[src/rtl/reg_tag_scoreboard.sv]
// reg_tag_scoreboard: destination-tag scoreboard for EX/MEM/WB with registered forwarding selects and a combinational load-use stall.
// Build option: define SCOREBOARD_WB_BYPASS_EN to keep the WB tag stage and the 11 (WB bypass) select.
module reg_tag_scoreboard #(
  parameter int REG_W    = 5,
  parameter int ZERO_REG = 31
) (
  input  logic             clk,
  input  logic             reset,
  input  logic [REG_W-1:0] id_rn,
  input  logic [REG_W-1:0] id_rm,
  input  logic             id_rn_used,
  input  logic             id_rm_used,
  input  logic [REG_W-1:0] id_rd,
  input  logic             id_reg_write,
  input  logic             id_mem_read,
  input  logic             flush,
  output logic [1:0]       fwd_a,
  output logic [1:0]       fwd_b,
  output logic             stall
);

  localparam logic [REG_W-1:0] ZERO_TAG = REG_W'(ZERO_REG);
  localparam logic [1:0] SEL_RF  = 2'b00;
  localparam logic [1:0] SEL_EX  = 2'b01;
  localparam logic [1:0] SEL_MEM = 2'b10;
  localparam logic [1:0] SEL_WB  = 2'b11;

  typedef struct packed {
    logic             valid;
    logic [REG_W-1:0] rd;
  } tag_t;

  tag_t ex_tag;
  tag_t mem_tag;
  tag_t id_tag;
  logic ex_load;

  logic match_ex_a, match_ex_b;
  logic match_mem_a, match_mem_b;
  logic match_wb_a, match_wb_b;
  logic hazard;
  logic accept;
  logic [1:0] sel_a, sel_b;

  function automatic logic tag_match(input tag_t t, input logic [REG_W-1:0] src, input logic used);
    return used & t.valid & (t.rd == src) & (src != ZERO_TAG);
  endfunction

  function automatic logic [1:0] pick_sel(input logic m_ex, input logic m_mem, input logic m_wb);
    if (m_ex)       return SEL_EX;
    else if (m_mem) return SEL_MEM;
    else if (m_wb)  return SEL_WB;
    else            return SEL_RF;
  endfunction

  // Writes to XZR never create a live tag, so they can never be matched later.
  always_comb begin
    id_tag       = '0;
    id_tag.valid = id_reg_write & (id_rd != ZERO_TAG);
    id_tag.rd    = id_rd;
  end

  always_comb begin
    match_ex_a  = tag_match(ex_tag, id_rn, id_rn_used);
    match_ex_b  = tag_match(ex_tag, id_rm, id_rm_used);
    match_mem_a = tag_match(mem_tag, id_rn, id_rn_used);
    match_mem_b = tag_match(mem_tag, id_rm, id_rm_used);
  end

`ifdef SCOREBOARD_WB_BYPASS_EN
  tag_t wb_tag;

  always_comb begin
    match_wb_a = tag_match(wb_tag, id_rn, id_rn_used);
    match_wb_b = tag_match(wb_tag, id_rm, id_rm_used);
  end

  always_ff @(posedge clk) begin
    if (reset) wb_tag <= '0;
    else       wb_tag <= mem_tag;
  end
`else
  // Without the WB stage the register file's write-before-read covers that distance.
  always_comb begin
    match_wb_a = 1'b0;
    match_wb_b = 1'b0;
  end
`endif

  always_comb begin
    sel_a  = pick_sel(match_ex_a, match_mem_a, match_wb_a);
    sel_b  = pick_sel(match_ex_b, match_mem_b, match_wb_b);
    hazard = ex_load & ex_tag.valid & (match_ex_a | match_ex_b);
    // Reset and flush both dominate the stall so the front end is never held while squashing.
    stall  = hazard & ~flush & ~reset;
    accept = ~stall & ~flush;
  end

  always_ff @(posedge clk) begin
    if (reset) begin
      ex_tag  <= '0;
      ex_load <= 1'b0;
      mem_tag <= '0;
      fwd_a   <= SEL_RF;
      fwd_b   <= SEL_RF;
    end else begin
      mem_tag <= ex_tag;
      if (accept) begin
        ex_tag  <= id_tag;
        ex_load <= id_mem_read;
        fwd_a   <= sel_a;
        fwd_b   <= sel_b;
      end else begin
        ex_tag  <= '0;
        ex_load <= 1'b0;
        fwd_a   <= SEL_RF;
        fwd_b   <= SEL_RF;
      end
    end
  end

endmodule
[config.mk]
export PLATFORM = sky130hd
export DESIGN_NAME = reg_tag_scoreboard
export DESIGN_NICKNAME = d
export VERILOG_FILES = /design/src/rtl/reg_tag_scoreboard.sv
export SDC_FILE = /design/constraint.sdc
export NUM_CORES = 1
export LEC_CHECK = 0
export ABC_AREA = 1
export CAP_MARGIN = 10
export CORE_MARGIN = 8
export CORE_UTILIZATION = 35
export DETAILED_ROUTE_END_ITERATION = 10
export GPL_TIMING_DRIVEN = 1
export PLACE_DENSITY = 0.62
export SKIP_CTS_REPAIR_TIMING = 1
export SLEW_MARGIN = 20
export SYNTH_ARGS = -nofsm -noshare
export SYNTH_HDL_FRONTEND = slang
export SYNTH_SLANG_ARGS = --single-unit
[constraint.sdc]
create_clock -name clk -period 1.1 [get_ports clk]
set_input_delay 0.22 -clock clk [delete_from_list [all_inputs] [get_ports clk]]
set_output_delay 0.22 -clock clk [all_outputs]
set_load 0.01 [all_outputs]
==> impl_metrics.yaml <==
timing:
  rsz0062_at_grt: "true"
  final_min_period_over_clock_period_pct: 142
  max_slew_margin_pct: 85.7
  finClkSkew_ns: 0.00122
  finalHoldViolations: 0
  fmax_mhz: 638
  fin_crit_ns: 1.57
  setup_viol: 12
  timing_max_transition_violations_final: 0
  final_critical_path_setup_slack_ns: -0.467
  worst_slew_pin_slew_ns: 0.214
drt:
  detailed_route_via_count: 970
  wl_per_cell_um: 11.0
  drt-total-wl_mm: 2.42
  initialDrtViolationCount: 31
  detail-route-antenna-nets: 0
  post-route-drc-count: 0
  vias_per_cell: 4.41
  drtPass1Iterations: 4
min_path:
  worst_hold_start: "id_rn_used"
  worst_hold_path_type: "in2reg"
  timing.hold.worst_path_depth: 5
  hold_end: "fwd_a[1]$_SDFF_PP0_"
final_layout:
  antenna_cells_inserted: 0
  fin_cells: 220
  fillerInstances: 250
  area_growth_syn_to_layout_pct: 59.5
  final_common_cell: "nand2_1"
  finish.utilization_pct: 58.6
  mostFrequentLayoutCells: "nand2_1 (38), inv_1 (19), buf_4 (18)"
  fin_nets: 213
  drive_gt1_share_pct: 31.6
pwr:
  power.net_switching_mw: 0.339
  p_int_mw: 0.917
  netSwitchingFraction_pct: 27.0
  pwr-share-comb_pct: 21.3
  leakagePower_nw: 0.856
  power.ir.vdd_worst_mv: 0.647
  power_density_nw_per_um2: 865
  power.clock.fraction_pct: 27.2
  power.sequential.fraction_pct: 51.4
grt:
  global_route_wire_length_before_repair_mm: 4.14
  grt_start_max_net_pins: 11
  antenna_found_initial: 0
  number_of_global_route_vias_before_repair: 976
  grt.total_usage_pct: 12.0
  grt_overflow_total: 0
setup_path:
  rr_startpoint: "ex_tag[0]$_SDFF_PP0_"
  critPathArrivalTime_ns: 1.35
  critical_path.endpoint_type: "output pin"
  regToRegSetupSlack_ns: -0.18
  critPathMaxFanout: 3
  destination_of_the_worst_register_to_register_timing_path: "ex_tag[5]$_SDFF_PP0_"
  critical_path_required_ns: 0.88
  worstRegToRegCells: 10
  critical_path_class: "reg2out"
  startpoint_type: "register"
placement:
  placed_cells: 215
  dp_slack_ns: -1.03
  finalWeightedCongestion: 0.897
  numPortBuffers: 26
  post-dp-hpwl_mm: 1.98
synthesis:
  synth.distinct_cells: 20
  synth.yosys.warnings: 0
  post_synth.cell_area_avg_um2: 6.46
  synth_top_family_by_area: "simple AND/OR/NAND/NOR gates"
  mappedNetlistNets: 163
  synth-seq-area-share_pct: 37.4
  synthSimpleGateAreaFrac_pct: 42.6
  post_synth_mux_area_share_pct: 0
  yosysTopAreaCell: "dfxtp_1"
  synthDominantCellAreaShare_pct: 37.4
  synth.ff_latch_count: 17
  yosys-top-cells-area: "dfxtp_1 (37%), nand2_1 (16%), inv_1 (9.9%)"
  synth_cells: 141
  fraction_of_the_mapped_netlist_area_in_compound_gates_pct: 4.81
  post_synth_xor_area_fraction_pct: 2.88
  post_synth_fa_ha_maj_area_fraction_pct: 0
  syn-cell-area_um2: 911
cts:
  clk_pin_slew_worst_paths_ns: 0.10
  htreeDepth: 1
  max-clock-path-buffers: 2
  clock_insertion_delay_worst_skew_ns: 0.29
  cts_root_buffer: "clkbuf_4"
  cts_tree: "done"
  cts_buffers: 3
  clkSinkCount: 17
run:
  cap_violations: 0
floorplanning:
  start_util_pct: 36.8
  fp.dieArea_um2: 4490
  chipHeight_um: 67.0
  core_region_area_um2: 2480
  std_cell_rows: 18
  fp.dieW_um: 67.0
  ios: 27
status:
  violations_in_the_final_reports: "setup timing"
  run_status: "finished, violations left"
[through the flow]
| step | hold slack, ns | power, mW | cell area [um^2] | TNS [ns] |
|---|---|---|---|---|
| detailed placement | 0.448 | 0.927 | 1360 | -7.78 |
| global route | 0.383 | 1.33 | 1450 | -3.49 |
| CTS | 0.460 | 1.27 | 1390 | -5.44 |
| finish | 0.363 | 1.26 | 1450 | -2.31 |
| global placement | 0.446 | 0.923 | 1360 | -7.46 |
| floorplan | 0.292 | 0.761 | 916 | -0.551 |
[synth_stat cells]
cell type  number
nand3_1         4
o22ai_1         3
a21oi_1         1
dfxtp_1        17
inv_1          24
nand2_2         2
nor2_1         19
o21ai_0         2
nand4_1         2
nor2b_1         1
nor2_2         12
nand3_2         2
and3b_1         1
inv_2           3
buf_6           1
o21ai_1         2
nand2_1        39
nor3_1          3
xor2_1          2
xnor2_1         1
[metal layers]
metal  GRT usage (%)  up-vias  wire length (um)
li1                -      522                 -
met3            3.02        4               135
met1            13.8      426              1060
met5               0        -                 0
met2            20.4       18              1190
met4            4.70        0                33
[cells by family (layout without fill, tap and decap cells)]
logic type,after synthesis,count (layout)
simple gates,85,85
xor+xnor,3,3
compound gates,8,8
buf+inv,28,77
flops,17,17
[area by class of cell]
type / count / area, um^2 / share of cell area, %
timing repair buffer: 46 / 468 / 32.2
sequential: 17 / 348 / 23.9
clock inverter: 1 / 5.00 / 0.345
tap: 30 / 37.5 / 2.58
multi-input combinational: 96 / 470 / 32.4
inverter: 27 / 101 / 6.98
clock buffer: 3 / 22.5 / 1.55
[power by group through the flow]
| stage | sequential [mW] | clock (mW) | combinational [mW] |
|---|---|---|---|
| after floorplan | 0.656 | 0 | 0.105 |
| after global placement | 0.659 | 0 | 0.264 |
| after detailed placement | 0.660 | 0 | 0.267 |
| after CTS | 0.645 | 0.351 | 0.269 |
| after global routing | 0.649 | 0.379 | 0.298 |
| final | 0.646 | 0.342 | 0.268 |
[flip-flops by register name (all words and copies together) (netlist names)]
signal	flops
ex_tag	6
mem_tag	6
fwd_a	2
fwd_b	2
ex_load	1
[how the worst max path moves through the flow]
stage                    startpoint                   end  slack, ns  cells past startpoint
6_report       ex_tag[0]$_SDFF_PP0_                 stall      -0.47                      9
5_1_grt        ex_tag[0]$_SDFF_PP0_                 stall      -0.58                      9
4_1_cts                    id_rm[3]                 stall      -1.05                     10
3_5_place_dp               id_rm[3]                 stall      -1.03                     10
3_3_place_gp               id_rm[3]                 stall      -1.02                     10
2_1_floorplan  ex_tag[0]$_SDFF_PP0_  ex_tag[5]$_SDFF_PP0_      -0.06                     10
[worst max-delay path, stage by stage (launching register included)]
cell and delay [ns]:
dfxtp_2 0.37, inv_2 0.05, nand2_1 0.05, nand3_1 0.06, nor2_1 0.13, nand3_2 0.11, nand2_2 0.08, nand2_2 0.06
inv_2 0.05, buf_6 0.09
Note: power is estimated with default switching activity, not from simulation.
